==> src/rtl/mandel_pkg.sv <==
// Shared constants and types for the Mandelbrot renderer: Q5.13 fixed point
// coordinates, escape threshold and the engine state encoding.
package mandel_pkg;

  localparam int DW        = 18;     // datapath width
  localparam int FRAC      = 13;     // fractional bits
  localparam int ESC_LIMIT = 32768;  // 4.0 in Q5.13

  typedef logic signed [DW-1:0] coord_t;

  typedef enum logic [2:0] {
    StIdle,
    StInit,
    StIter,
    StWrite,
    StNext,
    StDone
  } state_t;

endpackage

==> src/rtl/mandel_iter_step.sv <==
// One combinational z <- z^2 + c step plus the |z|^2 > 4 escape test.
module mandel_iter_step
  import mandel_pkg::*;
(
  input  logic signed [DW-1:0] zr,
  input  logic signed [DW-1:0] zi,
  input  logic signed [DW-1:0] cr,
  input  logic signed [DW-1:0] ci,
  output logic                 escape,
  output logic signed [DW-1:0] zr_next,
  output logic signed [DW-1:0] zi_next
);

  localparam int PW = 2 * DW;

  logic signed [PW-1:0] sq_rr;
  logic signed [PW-1:0] sq_ii;
  logic signed [DW-1:0] zri;
  logic        [DW-1:0] mag_rr;
  logic        [DW-1:0] mag_ii;
  logic        [DW:0]   mag;

  assign sq_rr = (PW'(zr) * PW'(zr)) >>> FRAC;
  assign sq_ii = (PW'(zi) * PW'(zi)) >>> FRAC;
  assign zri   = DW'((PW'(zr) * PW'(zi)) >>> (FRAC - 1));

  // Squares are non-negative; clamp each to 18 bits so a large |z| can never
  // wrap the 19-bit sum back under the threshold.
  assign mag_rr = (|sq_rr[PW-1:DW]) ? '1 : sq_rr[DW-1:0];
  assign mag_ii = (|sq_ii[PW-1:DW]) ? '1 : sq_ii[DW-1:0];
  assign mag    = {1'b0, mag_rr} + {1'b0, mag_ii};
  assign escape = mag > (DW + 1)'(ESC_LIMIT);

  // Only consumed when not escaping, so |z|^2 <= 4 and 18 bits suffice.
  assign zr_next = sq_rr[DW-1:0] - sq_ii[DW-1:0] + cr;
  assign zi_next = zri + ci;

endmodule

==> src/rtl/mandel_engine.sv <==
// Frame renderer: walks every pixel, iterates z^2 + c until escape or the
// iteration cap, and writes the count into the frame buffer.
module mandel_engine
  import mandel_pkg::*;
#(
  parameter int H_RES    = 640,
  parameter int V_RES    = 480,
  parameter int MAX_ITER = 63,
  parameter int X0       = -20480,
  parameter int Y0       = 10752,
  parameter int STEP     = 45
) (
  input  logic        CLK_100MHz,
  input  logic        reset,
  input  logic        start,
  output logic        busy,
  output logic        done,
  output logic        wea,
  output logic [18:0] addr_w,
  output logic [6:0]  dina
);

  localparam int XW = (H_RES > 1) ? $clog2(H_RES) : 1;
  localparam int YW = (V_RES > 1) ? $clog2(V_RES) : 1;

  state_t          state;
  logic [XW-1:0]   x;
  logic [YW-1:0]   y;
  logic [6:0]      iter;
  coord_t          cr;
  coord_t          ci;
  coord_t          zr;
  coord_t          zi;
  logic [18:0]     addr;
  logic            escape;
  coord_t          zr_next;
  coord_t          zi_next;
  logic            last_x;
  logic            last_y;

  assign last_x = (x == XW'(H_RES - 1));
  assign last_y = (y == YW'(V_RES - 1));
  assign addr_w = addr;

  mandel_iter_step u_step (
    .zr      (zr),
    .zi      (zi),
    .cr      (cr),
    .ci      (ci),
    .escape  (escape),
    .zr_next (zr_next),
    .zi_next (zi_next)
  );

  // Control FSM, pixel counters and registered write-port outputs.
  always_ff @(posedge CLK_100MHz or negedge reset) begin
    if (!reset) begin
      state <= StIdle;
      busy  <= 1'b0;
      done  <= 1'b0;
      wea   <= 1'b0;
      dina  <= '0;
      addr  <= '0;
      x     <= '0;
      y     <= '0;
      iter  <= '0;
      cr    <= DW'(X0);
      ci    <= DW'(Y0);
      zr    <= '0;
      zi    <= '0;
    end else begin
      wea  <= 1'b0;
      done <= 1'b0;
      unique case (state)
        StIdle: begin
          x    <= '0;
          y    <= '0;
          cr   <= DW'(X0);
          ci   <= DW'(Y0);
          addr <= '0;
          if (start) begin
            busy  <= 1'b1;
            state <= StInit;
          end
        end
        StInit: begin
          zr    <= '0;
          zi    <= '0;
          iter  <= '0;
          state <= StIter;
        end
        StIter: begin
          if (escape) begin
            dina  <= iter;
            wea   <= 1'b1;
            state <= StWrite;
          end else if (iter == 7'(MAX_ITER)) begin
            dina  <= 7'(MAX_ITER);
            wea   <= 1'b1;
            state <= StWrite;
          end else begin
            zr   <= zr_next;
            zi   <= zi_next;
            iter <= iter + 7'd1;
          end
        end
        StWrite: begin
          state <= StNext;
        end
        StNext: begin
          if (last_x && last_y) begin
            done  <= 1'b1;
            state <= StDone;
          end else begin
            if (!last_x) begin
              x  <= x + XW'(1);
              cr <= cr + DW'(STEP);
            end else begin
              x  <= '0;
              cr <= DW'(X0);
              y  <= y + YW'(1);
              ci <= ci - DW'(STEP);
            end
            addr  <= addr + 19'd1;
            state <= StInit;
          end
        end
        StDone: begin
          busy  <= 1'b0;
          state <= StIdle;
        end
        default: begin
          busy  <= 1'b0;
          state <= StIdle;
        end
      endcase
    end
  end

endmodule

==> config.mk <==
export PLATFORM = sky130hd
export DESIGN_NAME = mandel_engine
export DESIGN_NICKNAME = d
export VERILOG_FILES = /design/src/rtl/mandel_pkg.sv /design/src/rtl/mandel_iter_step.sv /design/src/rtl/mandel_engine.sv
export SDC_FILE = /design/constraint.sdc
export NUM_CORES = 2
export LEC_CHECK = 0
export CAP_MARGIN = 10
export CELL_PAD_IN_SITES_DETAIL_PLACEMENT = 0
export CELL_PAD_IN_SITES_GLOBAL_PLACEMENT = 1
export CORE_ASPECT_RATIO = 0.75
export CORE_MARGIN = 4
export CORE_UTILIZATION = 36
export DETAILED_ROUTE_END_ITERATION = 8
export GPL_TIMING_DRIVEN = 0
export PLACE_DENSITY_LB_ADDON = 0.1
export RECOVER_POWER = 100
export REMOVE_ABC_BUFFERS = 1
export SLEW_MARGIN = 20
export SYNTH_ARGS = -nofsm -noshare
export SYNTH_HDL_FRONTEND = slang
export SYNTH_SLANG_ARGS = --single-unit
==> constraint.sdc <==
create_clock -name CLK_100MHz -period 20.2 [get_ports CLK_100MHz]
set_clock_uncertainty 0.05 [all_clocks]
set_input_delay 4.04 -clock CLK_100MHz [delete_from_list [all_inputs] [get_ports CLK_100MHz]]
set_output_delay 4.04 -clock CLK_100MHz [all_outputs]
set_load 0.01 [all_outputs]
==> impl_metrics.tcl <==
set metrics [dict create \
    ctsHoldBuffers 0 \
    worstMarginPinSlew_ps 3650 \
    io_buffers 31 \
    grt_pass1_wl_mm 180 \
    drive_gt1_share_pct 3.47 \
    fin_crit_ps 15770 \
    synthFlopType "dfrtp_1" \
    grt_max_degree 67 \
    min_from "x[8]" \
    netlist.top_cell.by_area "fa_1" \
    syn2layout_area_growth_pct 7.10 \
    dr.first_iter.drc_count 1436 \
    placed_cell_area_um2 42800 \
    hold_violations 0 \
    design_area_um2 43200 \
    cts_buffers 17 \
    synth-compound-area-share_pct 6.08 \
    cts_tree "done" \
    cts-resized-gates 0 \
    root_buffer "clkbuf_16" \
    path_max_fanout 19 \
    ys_warn_count 0 \
    die_y_um 298 \
    cp.arrival_ps 16060 \
    netlist_instances 4469 \
    outcome "finished, violations left" \
    synth_edf_count 0 \
    ios 32 \
    ys_seq_elements 130 \
    critPathRequiredTime_ps 20490 \
    nets 5626 \
    power.density_nw_per_um2 13.8 \
    initial_core_util_pct 36.2 \
    wl_mm 112 \
    vias_per_cell 4.75 \
    gp_congestion 0.805 \
    core_area_um2 111000 \
    cp-end-kind "flop" \
    clk_pin_slew_ps 60 \
    crit_start "zr[9]" \
    drc 0 \
    slew-limit-headroom_pct -143 \
    fin_tns_setup_ps 0 \
    syn_area_per_cell_um2 9.03 \
    synth_fa_ha_area_share_pct 54.5 \
    maxCapViolCount 4 \
    r2r-start "zr[9]" \
    async_reset_ff_share_pct 100 \
    dieWidth_um 395 \
    rows 106 \
    ant_nets 0 \
    h-tree-depth 4 \
    yosysUniqueCellTypes 92 \
    wl_per_cell_um 19.0 \
    cpMostUsedCell "fa_1" \
    timing.final.crit_share_pct 78.1 \
    grt_pass1_vias 30100 \
    synth_top_family_by_area "adder cells" \
    syn-cell-area_um2 40400 \
    setup_violations 0 \
    cts_buffer_depth 2 \
    grt_setup_unrepaired "false" \
    dr.pass1.iters 6 \
    hold_slack_ps 456 \
    dieArea_um2 118000 \
    synthTopCellsByArea "fa_1 44%, inv_1 11%, ha_1 11%" \
    cpPeakStageDelay_ps 1260 \
    synth-seq-area-share_pct 8.08 \
    grt_antenna_before_repair 7 \
    max_freq_ghz 0.0634 \
    synth-xor-area-share_pct 4.00 \
    synth_top_area_share_pct 43.7 \
    p_leak_nw 22.2 \
    synth.area.mux_share_pct 1.18 \
    grt-ovfl-total 0 \
    failed_checks "capacitance limit, slew limit" \
    critPathLaunchType "flop" \
    worst-setup-path-type "reg2reg" \
    dr_total_vias 27900 \
    ir_drop_v 0.0000559 \
    clock_sinks 130 \
    slowest_stage "a22oi_1" \
    hold_path_class "reg2reg" \
    grt.total_usage_pct 19.8 \
    cts_setup_buffers 0 \
    dpl.hpwl_mm 92.1 \
    yosysMostFrequentCell "inv_1" \
    yosys.area_share.simple_pct 13.4 \
    report.final.slew_viol_count 171 \
    clock_latency_ps 430 \
    ys_top_cells_by_count "1192 x inv_1, 882 x fa_1, 531 x nand2_1" \
]
[critical path: cells and delay by family (launching register included)]
kind,cells,cell delay (ps)
AO/OA/AOI/OAI,12,5280
flip-flops,1,960
adder cells (fa/ha/maj),8,3880
multiplexers,1,210
buffers and inverters,10,2810
AND/OR/NAND/NOR,6,2180
XOR/XNOR,1,220
[registers in the layout, indices dropped and copies added, names as in the netlist, 9 cells and up]
signal	count
addr_w	19
ci	18
cr	18
x	10
y	9
zi	18
zr	18
[worst paths after layout]
kind / cells after the start / slack (ps) / end
max: 38 / 4430 / zi[4]
min: 1 / 460 / x[8]
max reg2reg: 38 / 4430 / zi[4]
min reg2reg: 1 / 460 / x[8]
max in group asynchronous: 2 / 10020 / zi[3]
min in group asynchronous: 1 / 4800 / iter[6]
[report_power, final]
part / leakage, nW / switching (mW) / total (mW) / internal, mW
clock: 0.289 / 0.132 / 0.329 / 0.197
combinational: 20.2 / 0.00523 / 0.00547 / 0.000224
sequential: 1.71 / 0 / 0.260 / 0.260
total: 22.2 / 0.137 / 0.594 / 0.457
[cells by family (layout without fill, tap and decap cells)]
group | after synthesis | count (layout)
fa+ha+maj | 1228 | 1228
other cells | 0 | 2
flops | 130 | 130
mux | 46 | 46
buf+inv | 1368 | 1307
simple gates | 1158 | 1158
compound gates | 358 | 358
xor+xnor | 181 | 181
[through the flow]
step                      setup WS [ps]  std cells  power [mW]  util (%)
after global placement             3570       5794       0.272      37.6
after CTS                          7580       5866       0.605      39.0
after detailed placement           7640       5834       0.272      38.4
after global routing               3380       5866       0.618      38.8
final                              4430       5868       0.594      38.8
after floorplan                    8200       4305       0.265         -
[placed cells by master (no fill, tap or decap), types with 14 or more instances in the layout]
cell type and instances:
xor2_1 67, nor2b_1 14, nand3_1 68, and2_1 158, and3_1 28, mux2i_1 40
or4_1 17, inv_1 1191, o21ai_0 76, fa_1 882, clkbuf_16 17, ha_1 346
xnor2_1 110, a31oi_1 14, nor2_1 193, dfrtp_1 87, nor3_1 31, or3_1 20
dfrtp_2 29, nand4_1 24, a21oi_1 89, buf_12 23, o21a_1 16, a21o_1 46
dlygate4sd3_1 30, nand2b_1 26, nand2_1 531
[metal layers]
metal,wire (um),GRT usage (%),part of all wire (%),vias to the layer above
met5,0,0,0,-
met4,1320,2.46,1.2,0
met3,5700,3.23,5.1,58
met2,46900,28.9,42,416
met1,57800,31.3,52,14200
li1,-,-,-,13200
[layout make-up]
class,count,area (um2)
antenna,2,5.00
multi-input combinational,2971,31900
sequential,130,3320
tap,1458,1820
fill,11500,68200
clock inverter,13,175
inverter,1204,4520
timing repair buffer,71,1080
clock buffer,19,433
Note: power is estimated with default switching activity, not from simulation.
